<file path="config.mk">
export PLATFORM = sky130hd
export DESIGN_NAME = inout_sram_arbiter
export DESIGN_NICKNAME = d
export VERILOG_FILES = /design/src/rtl/inout_sram_arbiter.sv
export SDC_FILE = /design/constraint.sdc
export NUM_CORES = 1
export LEC_CHECK = 0
export CORE_ASPECT_RATIO = 0.7
export CORE_MARGIN = 5
export CORE_UTILIZATION = 31
export CTS_CLUSTER_SIZE = 16
export DETAILED_ROUTE_END_ITERATION = 6
export PLACE_DENSITY = 0.84
export SLEW_MARGIN = 0
export SYNTH_ARGS = -nofsm -noshare
export SYNTH_HDL_FRONTEND = slang
export SYNTH_SLANG_ARGS = --single-unit
</file>
<file path="constraint.sdc">
create_clock -name clk -period 2.1 [get_ports clk]
set_clock_uncertainty 0.05 [all_clocks]
set_input_delay 0.315 -clock clk [delete_from_list [all_inputs] [get_ports clk]]
set_output_delay 0.315 -clock clk [all_outputs]
set_load 0.02 [all_outputs]
</file>
<file path="src/rtl/inout_sram_arbiter.sv">
// inout_sram_arbiter: two-requester round-robin arbiter and sequencer for the
// 384kB InOut SRAM (6 x 64kB banks, 16b words, word addresses 0x00000-0x2FFFF).
//
// Requester 0 is the DMA/bus loader, requester 1 is the CNN PE engine.
// One access is granted per cycle. The SRAM pins are driven combinationally
// from the grant (cycle T). The SRAM returns read data one cycle later (T+1),
// and the response is registered (T+2). Out-of-range requests are handshaken
// normally but never touch the SRAM; they answer with rsp_err=1 and zero data.
//
// Build option: define INOUT_ARB_FIXED_PRIO_EN for fixed priority. Port 1
// then always wins a collision and no round-robin state exists.
//
// Ports:
//   clk, rst                      clock, synchronous active-high reset
//   req_valid/ready [1:0]         per-requester handshake
//   req_we/addr/wdata [1:0]       per-requester command
//   rsp_valid [1:0]               one-cycle response pulse per requester
//   rsp_rdata, rsp_err            shared response data / range-error flag
//   sram_CS/OE/WEB/A/DI           SRAM control, address and write data
//   sram_DO                       SRAM read data, valid the cycle after CS
module inout_sram_arbiter #(
    parameter int                ADDR_W     = 18,
    parameter int                DATA_W     = 16,
    parameter logic [ADDR_W-1:0] ADDR_LIMIT = ADDR_W'(18'h30000)
) (
    input  logic                        clk,
    input  logic                        rst,
    input  logic [1:0]                  req_valid,
    output logic [1:0]                  req_ready,
    input  logic [1:0]                  req_we,
    input  logic [1:0][ADDR_W-1:0]      req_addr,
    input  logic [1:0][DATA_W-1:0]      req_wdata,
    output logic [1:0]                  rsp_valid,
    output logic [DATA_W-1:0]           rsp_rdata,
    output logic                        rsp_err,
    output logic                        sram_CS,
    output logic                        sram_OE,
    output logic                        sram_WEB,
    output logic [ADDR_W-1:0]           sram_A,
    output logic [DATA_W-1:0]           sram_DI,
    input  logic [DATA_W-1:0]           sram_DO
);

    // Grant for the current cycle
    logic              gnt_vld;
    logic              gnt_idx;
    logic              g_we;
    logic [ADDR_W-1:0] g_addr;
    logic [DATA_W-1:0] g_wdata;
    logic              g_in_rng;

    // Stage 1: access issued to the SRAM last cycle
    logic s1_valid_q, s1_valid_d;
    logic s1_port_q,  s1_port_d;
    logic s1_we_q,    s1_we_d;
    logic s1_err_q,   s1_err_d;
    logic oe_q,       oe_d;

    // Stage 2: registered response
    logic [1:0]        rsp_valid_q, rsp_valid_d;
    logic [DATA_W-1:0] rsp_rdata_q, rsp_rdata_d;
    logic              rsp_err_q,   rsp_err_d;

`ifndef INOUT_ARB_FIXED_PRIO_EN
    logic rr_last_q, rr_last_d;
`endif

    // Arbitration; nothing is granted while reset is asserted
    always_comb begin
        gnt_vld = 1'b0;
        gnt_idx = 1'b0;
        if (!rst) begin
            case (req_valid)
                2'b01: begin
                    gnt_vld = 1'b1;
                    gnt_idx = 1'b0;
                end
                2'b10: begin
                    gnt_vld = 1'b1;
                    gnt_idx = 1'b1;
                end
                2'b11: begin
                    gnt_vld = 1'b1;
`ifdef INOUT_ARB_FIXED_PRIO_EN
                    gnt_idx = 1'b1;
`else
                    gnt_idx = ~rr_last_q;
`endif
                end
                default: begin
                    gnt_vld = 1'b0;
                    gnt_idx = 1'b0;
                end
            endcase
        end
    end

    always_comb begin
        g_we     = req_we[gnt_idx];
        g_addr   = req_addr[gnt_idx];
        g_wdata  = req_wdata[gnt_idx];
        g_in_rng = (g_addr < ADDR_LIMIT);
    end

    // SRAM pins follow the grant in the same cycle
    always_comb begin
        req_ready = 2'b00;
        sram_A    = '0;
        sram_DI   = '0;
        sram_CS   = 1'b0;
        if (gnt_vld) begin
            req_ready[gnt_idx] = 1'b1;
            sram_A             = g_addr;
            sram_DI            = g_wdata;
            sram_CS            = g_in_rng;
        end
        sram_WEB = ~(g_we & sram_CS);
    end

    // Next-state for the pipeline
    always_comb begin
        s1_valid_d = gnt_vld;
        s1_port_d  = s1_port_q;
        s1_we_d    = s1_we_q;
        s1_err_d   = s1_err_q;
        if (gnt_vld) begin
            s1_port_d = gnt_idx;
            s1_we_d   = g_we;
            s1_err_d  = ~g_in_rng;
        end
        // OE is asserted in the cycle the SRAM drives read data
        oe_d = gnt_vld & ~g_we & g_in_rng;

        rsp_valid_d = 2'b00;
        rsp_rdata_d = rsp_rdata_q;
        rsp_err_d   = 1'b0;
        if (s1_valid_q) begin
            rsp_valid_d[s1_port_q] = 1'b1;
            rsp_err_d              = s1_err_q;
            rsp_rdata_d            = (s1_we_q | s1_err_q) ? '0 : sram_DO;
        end
`ifndef INOUT_ARB_FIXED_PRIO_EN
        rr_last_d = gnt_vld ? gnt_idx : rr_last_q;
`endif
    end

    always_ff @(posedge clk) begin
        if (rst) begin
            s1_valid_q  <= 1'b0;
            s1_port_q   <= 1'b0;
            s1_we_q     <= 1'b0;
            s1_err_q    <= 1'b0;
            oe_q        <= 1'b0;
            rsp_valid_q <= 2'b00;
            rsp_rdata_q <= '0;
            rsp_err_q   <= 1'b0;
`ifndef INOUT_ARB_FIXED_PRIO_EN
            // Port 0 wins the first collision
            rr_last_q   <= 1'b1;
`endif
        end else begin
            s1_valid_q  <= s1_valid_d;
            s1_port_q   <= s1_port_d;
            s1_we_q     <= s1_we_d;
            s1_err_q    <= s1_err_d;
            oe_q        <= oe_d;
            rsp_valid_q <= rsp_valid_d;
            rsp_rdata_q <= rsp_rdata_d;
            rsp_err_q   <= rsp_err_d;
`ifndef INOUT_ARB_FIXED_PRIO_EN
            rr_last_q   <= rr_last_d;
`endif
        end
    end

    assign sram_OE   = oe_q;
    assign rsp_valid = rsp_valid_q;
    assign rsp_rdata = rsp_rdata_q;
    assign rsp_err   = rsp_err_q;

endmodule

</file>
==> results.md <==
- Status: finished, final reports clean
- Logic pwr share: 0.423
- Fin worst setup slack: 73.76 ps
- Min Tclk post-route: 2026 ps
- Synth Area in Simple Gates: 0.2258
- RSZ-0062 raised after global routing: no
- Slew Limit Fails: 0
- Async SR Flop Fraction: 0
- Register area share after synthesis: 0.3613
- Post-Synth Adder-Cell Area: 0
- Core box area: 0.004329 mm2
- Min-delay worst type: register to register
- CTS Root Cell: clkbuf_8
- Die ar.: 0.005926 mm2
- CTS Hold Bufs: 0
- Flops & latches, synth: 25
- Row cnt: 20
- Worst-margin pin slew: 976.8 ps
- Pre-Repair DR Iteration Count: 4
- Final setup viols: 0
- First-pass GRT wire length: 9673 um
- Syn_nets: 244
- # DRC: 0
- Area delta synth->final: 111.5%
- Fill cell count: 367
- Vias in the first global route: 1759
- Sequential Power Share: 0.369
- Overflow after GRT: 0
- Largest net degree at the start of global routing: 24
- Via count: 1734
- Cells after DPL: 354
- TritonCTS Buffers: 3
- Dpl ws: -783.2 ps
- H-tree levels: 1
- EDFF count, synth: 0
- CP startpoint: req_valid[1]
- Clock transition at path regs: 90 ps
- Area of the multi-input gates: 799.5 um2
- FF/Latch Area: 500.5 um2
- Final GP Congestion: 0.7745
- FF-to-FF Start: s1_err_q$_SDFFE_PP0P_
- Layout cell share with drive strength beyond 1: 0.2083
- CTS tree: built
- Critical path class: input port to output pin
- Routed WL: 6320 um
- Boundary Pins: 148
- Overall routing resource usage: 0.2007
- 1st-iter DRT viols: 44
- Worst EP arrival: 1660 ps
- Clock network power share: 0.208
- Min-delay src: s1_port_q$_SDFFE_PP0P_
- Max-cap viol count: 0
- CP endpoint kind: output pin
- Antenna violations before repair: 0
- P_leak: 1.320 nW
- Ys flop type: dfxtp_1
- CTS max path bufs: 2
- Main combinational cell family by area after synthesis: compound AO/OA/AOI/OAI gates
- Die width: 89.89 um
- PwrDens: 475.6 mW/mm2
- WP data required: 1740 ps
- Dpl hpwl: 4777 um
- Post-synthesis mux area share: 0.01536
- Antenna cell count: 0
- Sw frac: 0.3077
- Initial Util: 0.3199
- Crit path launch type: input port
- Tcrit/Tclk final: 0.9649
- Syn Std Cell Area: 0.001385 mm2
- Fin Hold WS: 409.9 ps
- Max frequency: 493.5 MHz
- Mapped Cells: 154
- Non-filler instance count after layout: 367
- Avg Vias per Cell: 4.725
- Rel. slew slack: 0.3459
- Post-Synth XOR/XNOR Area: 0
- Nets: 403
- Endpoints failing hold: 0
- Compound-gate portion of the synthesized area: 0.3198
- Syn. warnings: 0
- Yosys cell types: 28
- DR WL/cell: 17.22 um
- # clock sinks: 25
- Routed Antenna Nets: 0
- Clk Latency, worst-skew pair: 270 ps
- Peak VDD IR: 0.4584 mV
- Crit path max fanout: 17
- Psw: 0.4286 mW
- IO Port Bufs: 147
- Syn avg cell area: 8.994 um2
- Internal power: 0.9644 mW
- Die H: 65.93 um
[synth_stat cells, types with 2 or more instances]
cell | count | area share
a22o_1 | 32 | 0.20
dfxtp_1 | 25 | 0.36
a21oi_1 | 21 | 0.076
nor2_1 | 17 | 0.046
and2b_1 | 9 | 0.049
nor2b_1 | 7 | 0.032
buf_6 | 6 | 0.049
nand2_1 | 5 | 0.014
o21ai_0 | 5 | 0.018
clkbuf_1 | 4 | 0.011
nand3b_1 | 3 | 0.016
and3b_1 | 2 | 0.013
buf_2 | 2 | 0.0072
inv_1 | 2 | 0.0054
[routing by layer]
layer	vias up	global-route usage	routed length, um
met5	-	0	0
met4	0	0.05019	85
met3	10	0.05347	272
met2	51	0.3568	3361
met1	799	0.2423	2601
li1	874	-	-
[worst max-delay path: stages]
cell and delay (ps):
clkdlybuf4s15_1 250, a21bo_4 270, nor2_8 130, buf_4 140, nor2_4 30, buf_12 150, a22o_1 190, buf_2 160
[cells by family (layout without fill, tap and decap cells)]
| family | Yosys count | count (layout) |
|---|---|---|
| buffers and inverters | 15 | 172 |
| flip-flops | 25 | 25 |
| multiplexers | 2 | 2 |
| AO/OA/AOI/OAI | 61 | 61 |
| AND/OR/NAND/NOR | 51 | 52 |
[cell type report]
cell class	count	share of cell area
tap	55	0.02349
sequential	25	0.1709
clock buffer	4	0.01538
multi-input combinational	115	0.2730
inverter	2	0.002563
timing repair buffer	166	0.5147
[registers in the layout, indices dropped and copies added, names as in the netlist]
signal,count
rsp_rdata,16
rr_last_q,1
s1_err_q,1
rsp_err,1
s1_valid_q,1
s1_we_q,1
s1_port_q,1
sram_OE,1
rsp_valid,2
[repair_timing]
action | in CTS | in global routing
endpoints found under the setup margin | 38 | 29
gates resized for setup | 158 | 1
setup buffers | 7 | 0
pin swaps | 3 | 1
gates cloned | 2 | 0
[layout by cell type, fill, tap and decap left out, drive strengths merged, types with 5 or more instances in the layout]
| master | n |
|---|---|
| a22o | 32 |
| a21oi | 21 |
| clkdlybuf4s50 | 106 |
| dfxtp | 25 |
| nor2b | 7 |
| nor2 | 20 |
| nand2 | 5 |
| and2b | 9 |
| buf | 52 |
| o21ai | 6 |
[per-stage QoR]
stage | util | area (um2) | setup TNS, ps | total power, mW
after floorplan | - | 1385 | 0 | 0.7834
after global placement | 0.6717 | 2908 | -26580 | 1.122
after detailed placement | 0.6717 | 2908 | -27070 | 1.127
after CTS | 0.6763 | 2928 | 0 | 1.396
after global routing | 0.6766 | 2929 | 0 | 1.456
final | 0.6766 | 2929 | 0 | 1.393
[worst paths after layout]
path / to / slack, ps / cells past startpoint
max: sram_A[11] / 70 / 8
min: rsp_valid[0]$_SDFF_PP0_ / 410 / 1
max reg2reg: rsp_rdata[6]$_SDFFE_PP0P_ / 560 / 3
min reg2reg: rsp_valid[0]$_SDFF_PP0_ / 410 / 1
[power by group through the flow]
| stage | sequential, mW | clock, mW | combinational [mW] |
|---|---|---|---|
| finish | 0.514 | 0.290 | 0.589 |
| global route | 0.518 | 0.312 | 0.625 |
| CTS | 0.514 | 0.293 | 0.589 |
| detailed placement | 0.525 | 0 | 0.602 |
| global placement | 0.524 | 0 | 0.598 |
| floorplan | 0.548 | 0 | 0.236 |
Power figures use the tool's default switching activity.
